File: config.mk
export PLATFORM = sky130hd
export DESIGN_NAME = powlib_busslvreg
export DESIGN_NICKNAME = d
export VERILOG_FILES = /design/src/rtl/powlib_busslvreg.sv
export SDC_FILE = /design/constraint.sdc
export NUM_CORES = 1
export LEC_CHECK = 0
export BUFFER_PORTS_ARGS = -buffer_cell sky130_fd_sc_hd__buf_2
export CORE_UTILIZATION = 45
export CTS_BUF_LIST = sky130_fd_sc_hd__clkbuf_16
export DETAILED_ROUTE_END_ITERATION = 10
export GPL_TIMING_DRIVEN = 1
export PLACE_DENSITY = 0.81
export SETUP_SLACK_MARGIN = 0.1
export SYNTH_ARGS = -nofsm -noshare
export SYNTH_HDL_FRONTEND = slang
export SYNTH_SLANG_ARGS = --single-unit
File: constraint.sdc
create_clock -name clk -period 4.52 [get_ports clk]
set_input_delay 0.904 -clock clk [delete_from_list [all_inputs] [get_ports clk]]
set_output_delay 0.904 -clock clk [all_outputs]
set_load 0.01 [all_outputs]
File: src/rtl/powlib_busslvreg.sv
// rtl/powlib_busslvreg.sv - register-file bus slave: beat writes, read-request beats answered on a response stream.
// Optional: define POWLIB_BUSSLVREG_ERRCNT_EN to add a saturating out-of-range beat counter (errcnt).
module powlib_busslvreg #(
  parameter int              B_AW   = 16,
  parameter int              B_DW   = 32,
  parameter logic [B_AW-1:0] B_BASE = 16'h2000,
  parameter int              R      = 4,
  parameter logic [B_DW-1:0] INIT   = '0,
  parameter                  ID     = "BUSSLVREG",
  parameter int              EDBG   = 0
) (
  input  logic                clk,
  input  logic                rst,
  input  logic [B_DW-1:0]     rddata,
  input  logic [B_AW-1:0]     rdaddr,
  input  logic                rdvld,
  output logic                rdrdy,
  output logic [B_DW-1:0]     wrdata,
  output logic [B_AW-1:0]     wraddr,
  output logic                wrvld,
  input  logic                wrrdy,
`ifdef POWLIB_BUSSLVREG_ERRCNT_EN
  output logic [7:0]          errcnt,
`endif
  output logic [R*B_DW-1:0]   regout
);

  localparam int IW = (R > 1) ? $clog2(R) : 1;
  localparam logic [B_AW:0] R_LIM  = (B_AW+1)'(R);
  localparam logic [B_AW:0] R2_LIM = (B_AW+1)'(2 * R);
  localparam logic [IW-1:0] IDX_MASK = IW'(R - 1);

  typedef enum logic {IDLE = 1'b0, RESP = 1'b1} state_t;

  state_t          state, state_nxt;
  logic [B_DW-1:0] regs [R];
  logic [B_AW-1:0] off;
  logic [IW-1:0]   idx;
  logic            accept, is_wr, is_rd, is_oor;

  // Modulo subtraction lets a window that straddles 2^B_AW decode correctly.
  assign off    = rdaddr - B_BASE;
  assign idx    = off[IW-1:0] & IDX_MASK;
  assign is_wr  = ({1'b0, off} < R_LIM);
  assign is_rd  = !is_wr && ({1'b0, off} < R2_LIM);
  assign is_oor = !is_wr && !is_rd;

  assign rdrdy  = ~rst && (state == IDLE);
  assign accept = rdvld && rdrdy;
  assign wrvld  = (state == RESP);

  always_comb begin
    state_nxt = state;
    case (state)
      IDLE: if (accept && is_rd) state_nxt = RESP;
      RESP: if (wrrdy)           state_nxt = IDLE;
      default:                   state_nxt = IDLE;
    endcase
  end

  always_ff @(posedge clk) begin
    if (rst) begin
      state <= IDLE;
    end else begin
      state <= state_nxt;
    end
  end

  always_ff @(posedge clk) begin
    if (rst) begin
      wrdata <= '0;
      wraddr <= '0;
    end else if (accept && is_rd) begin
      wrdata <= regs[idx];
      wraddr <= rddata[B_AW-1:0];
    end
  end

  always_ff @(posedge clk) begin
    if (rst) begin
      for (int k = 0; k < R; k++) regs[k] <= INIT;
    end else if (accept && is_wr) begin
      regs[idx] <= rddata;
    end
  end

  always_comb begin
    for (int k = 0; k < R; k++) regout[k*B_DW +: B_DW] = regs[k];
  end

`ifdef POWLIB_BUSSLVREG_ERRCNT_EN
  always_ff @(posedge clk) begin
    if (rst) begin
      errcnt <= '0;
    end else if (accept && is_oor && (errcnt != 8'hFF)) begin
      errcnt <= errcnt + 8'd1;
    end
  end
`else
  logic unused_oor;
  assign unused_oor = is_oor;
`endif

  // Debug identity hooks have no hardware effect.
  if ((EDBG != 0) && (ID != "")) begin : g_edbg
  end

endmodule

## Word level (Yosys, flattened, before mapping)

Memories as Yosys holds them, arrays and structs flattened. A register that Yosys moved wholly into a read port is not among the register bits.
Cells that the tools add are included.

| operators by class | value |
|---|---|
| add/sub/neg operators | 1 |
| magnitude comparators | 2 |
| mux-type cells | 11 |
| bitwise gates (word level) | 2 |
| reduce and logical (&&, ||, !) cells | 7 |

Operators by type and width:

| kind | count |
|---|---|
| 32-bit two-way mux | 1 |
| 32-bit OR reduction | 1 |
| 16-bit by 3-bit less-than comparator with 1-bit output (second input constant) | 1 |
| 16-bit by 4-bit less-than comparator with 1-bit output (second input constant) | 1 |
| 16-bit by 14-bit subtractor with 16-bit output (second input constant) | 1 |
| 1-bit two-way mux | 8 |
| 1-bit logical AND | 5 |
| 2-bit two-way mux | 1 |
| 1-bit inverter | 2 |
| 1-bit case mux with 2 select lines | 1 |
| 1-bit logical NOT | 1 |

| storage, ports and cells | value |
|---|---|
| bits in registers | 17 |
| bits in writable memories | 128 |
| bits of input ports | 52 |
| word-level logic and storage cells | 26 |
| memories | 1 |

Memories:

| name | words | width | read ports | clocked after memory_dff | wr ports | RTL line | text |
|---|---|---|---|---|---|---|---|
| regs | 4 | 32 | 5 | 1 | 4 | 36 | `logic [B_DW-1:0] regs [R];` |

## Longest topological paths before layout

| logic depth | value |
|---|---|
| word-level depth | 9 |
| gate-level depth with buffers | 9 |
| depth with buffers taken out | 6 |

## Least setup slack after synthesis

Ideal clock, no wire load.

| timing | value |
|---|---|
| path type | input to register |
| start | input rdaddr[13] |
| end | memory regs[2][0], enable pin |
| arrival | 2.957 ns |
| data required time | 4.129 ns |
| setup slack | 1.172 ns |
| stages on the path | 7 |
| cells stage by stage | inv_1 -> ha_1 -> nor4b_2 -> nand4_2 -> buf_6 -> nor4b_4 -> or2_1 |

RTL lines:

| element | RTL line | text |
|---|---|---|
| from (decl) | 15 | `input logic [B_AW-1:0] rdaddr,` |
| to (decl) | 36 |  |

==> run metrics <==
Hold Crit Class flop to flop; CP max FO 37; routed wire length around 21000 um; post-cts repair resize count 0; Critical Path Sink Type flop; Yosys top cell area share between 50 and 60%; Relative slew margins 28.4%; area grow syn2layout 24.5%; Crit path max-delay family simple AND/OR/NAND/NOR gates; die area 17300 um2; CP most frequent cell buf_4; crit share post-route 71.1%; Initial Utilization 46.8%; clock slew at reported path FFs 70 ps; Max Cap Viol 0; worst-skew pair later-pin latency 430 ps; row count between 40 and 50; wire length per cell between 20 and 25 um; Sink Count 177; CTS max path bufs 2; commonest non-fill, non-tap cell in the layout buf_2; Peak VDD IR about 0.00034 V; max-slew violation count 0; initial drt markers 474; DRT antenna net count 0; Syn Nets around 610; total power approximately 3.5 mW; Worst-Margin Slew 1070 ps; initial antenna violation count 1; crit path time final approximately 3200 ps; critical path's slowest cell nand4_2; Post-Synth XOR/XNOR Area 0.116%; number of global-route vias before repair 5569; worst setup margin 1310 ps; Worst EP required 4630 ps; Synth Area in Compound Gates under 10%; crit path launch type input pin; Cells after Synth roughly 560; status finished clean; final hold violation count 0; Area contributors post-synth edfxtp_1 51%, dfxtp_1 13%, mux4_2 9.6%; via count 5641; port bufs between 200 and 250; DRC Markers 0; H-tree Lvls 4; largest family of logic cells by synthesized area simple AND/OR/NAND/NOR gates; endpoints failing setup 0; Mapped Avg Cell Area 13.4 um2; buffer and inverter count on the worst path 4; Total GRT Usage 24.6%; Cell Pwr Density 376 nW/um2; Yosys top cell by area edfxtp_1; Synthesis Warnings 0; pre-CTS setup slack 854 ps; RSZ-0062 raised after global routing false; Seq/Total Area, Yosys between 60% and 70%; layout cells sized above 1 40.9%; delay of the slowest critical-path stage 490 ps; routability cong. ~0.82; WHS around 470 ps; Fill cells roughly 1300; Area after DPL around 9000 um2; via/cell ratio approximately 5.7; Synth Register Bits 177; core area between 15000 and 20000 um2; crit path kind input pin to flop; Ports 230; Synth Area in Simple Gates 15.9%; die width 131 um; highest clock rate 0.311 GHz; Final Cell Area 9390 um2; leakage 3.89 nW; global-route wire length before repair 31900 um; Post-CTS Setup Inserts 0; Critical Path AT roughly 3300 ps; worst-path cell chain buf_2 -> inv_1 -> ha_1 -> nor4b_2 -> nand4_2 -> nor2_4 -> buf_4 -> a21o_2 -> buf_4; root buf cell clkbuf_16; mux share of post-synthesis cell area a little under a tenth; post-synthesis adder-cell area fraction 0.166%; detailed placer's ending HPWL 13500 um; CTS tree yes; Netlist cell types 29; Die H 131 um; commonest non-fill, non-tap cells in the layout 229 x buf_2, 128 x edfxtp_1, 64 x and2_1, 64 x and3_1; pin count of the biggest net entering global routing 61; drt pass-1 iters 4; Cell Area, Synth 7540 um2; fin nets 820; clock buffer count from CTS 17; Max Clock Skew 10.8 ps; CTS hold repair buffers 0; Setup TNS 0 ps; GRT overflow 0
==> path summary, 6_finish.rpt <==
kind                                    end  slack [ps]  cells past startpoint       start
worst max-delay path            regs[1][15]        1310                      9  rdaddr[13]
worst min-delay path             wraddr[10]         470                      2  wraddr[10]
worst max register to register  regs[1][15]        1680                      6       wrvld
worst min register to register   wraddr[10]         470                      2  wraddr[10]
==> synth_stat cells (all sizes together) <==
| cell | n |
|---|---|
| nand3 | 48 |
| nor2b | 2 |
| nand2 | 1 |
| nand2b | 1 |
| edfxtp | 128 |
| and4 | 1 |
| nor4b | 4 |
| xnor2 | 1 |
| dfxtp | 49 |
| and2 | 65 |
| or2 | 1 |
| o21ai | 48 |
| clkbuf | 38 |
| buf | 17 |
| a31o | 1 |
| nor3 | 1 |
| nand4 | 1 |
| ha | 1 |
| nor2 | 4 |
| inv | 2 |
| mux4 | 32 |
| a21o | 2 |
| a21oi | 49 |
| and3 | 64 |
==> kinds of logic after synthesis <==
kind of cell	count (synthesis)
compound gates	100
flops	177
xor+xnor	1
mux	32
buf+inv	57
simple gates	193
fa+ha+maj	1
==> power by group <==
| group | total (mW) | leakage, nW | switching, mW | internal, mW |
|---|---|---|---|---|
| registers | 1.83 | 1.61 | 0.0372 | 1.80 |
| clock network | 1.41 | 0.266 | 0.645 | 0.764 |
| logic | 0.286 | 2.02 | 0.174 | 0.112 |
==> registers in the layout, summed over array words and instances (netlist names) <==
| register | cells |
|---|---|
| regs | 128 |
| wrdata | 32 |
| wraddr | 16 |
| wrvld | 1 |
==> metrics by stage <==
stage,utilization (%),instances
2_1_floorplan,-,561
3_3_place_gp,54.7,964
3_5_place_dp,54.7,964
4_1_cts,58.2,996
5_1_grt,58.2,997
6_report,58.2,997
==> worst min-delay path: stages, from the launching register on <==
cell and delay (ps):
dfxtp_1 310, o21ai_0 60, a21oi_1 60
==> area by class of cell <==
cell class              count  area (um2)  share of cell area (%)
inverters                   2        7.51                  0.0800
clock inverters            15         135                    1.44
clock buffers              17         425                    4.53
well taps                 216         270                    2.88
repair buffers            242        1240                    13.3
flip-flops and latches    177        4820                    51.4
diodes                      1        2.50                  0.0267
multi-input cells         327        2480                    26.4
==> metal layers <==
metal / part of all wire [%] / global-route usage (%) / routed length [um] / vias to the layer above
met2: 51 / 41.1 / 10700 / 286
met4: 1.6 / 8.40 / 332 / 0
li1: - / - / - / 2513
met3: 7.7 / 6.67 / 1610 / 28
met5: 0 / 0 / 0 / -
met1: 40 / 30.7 / 8410 / 2814
(Power assumes the default switching activity.)
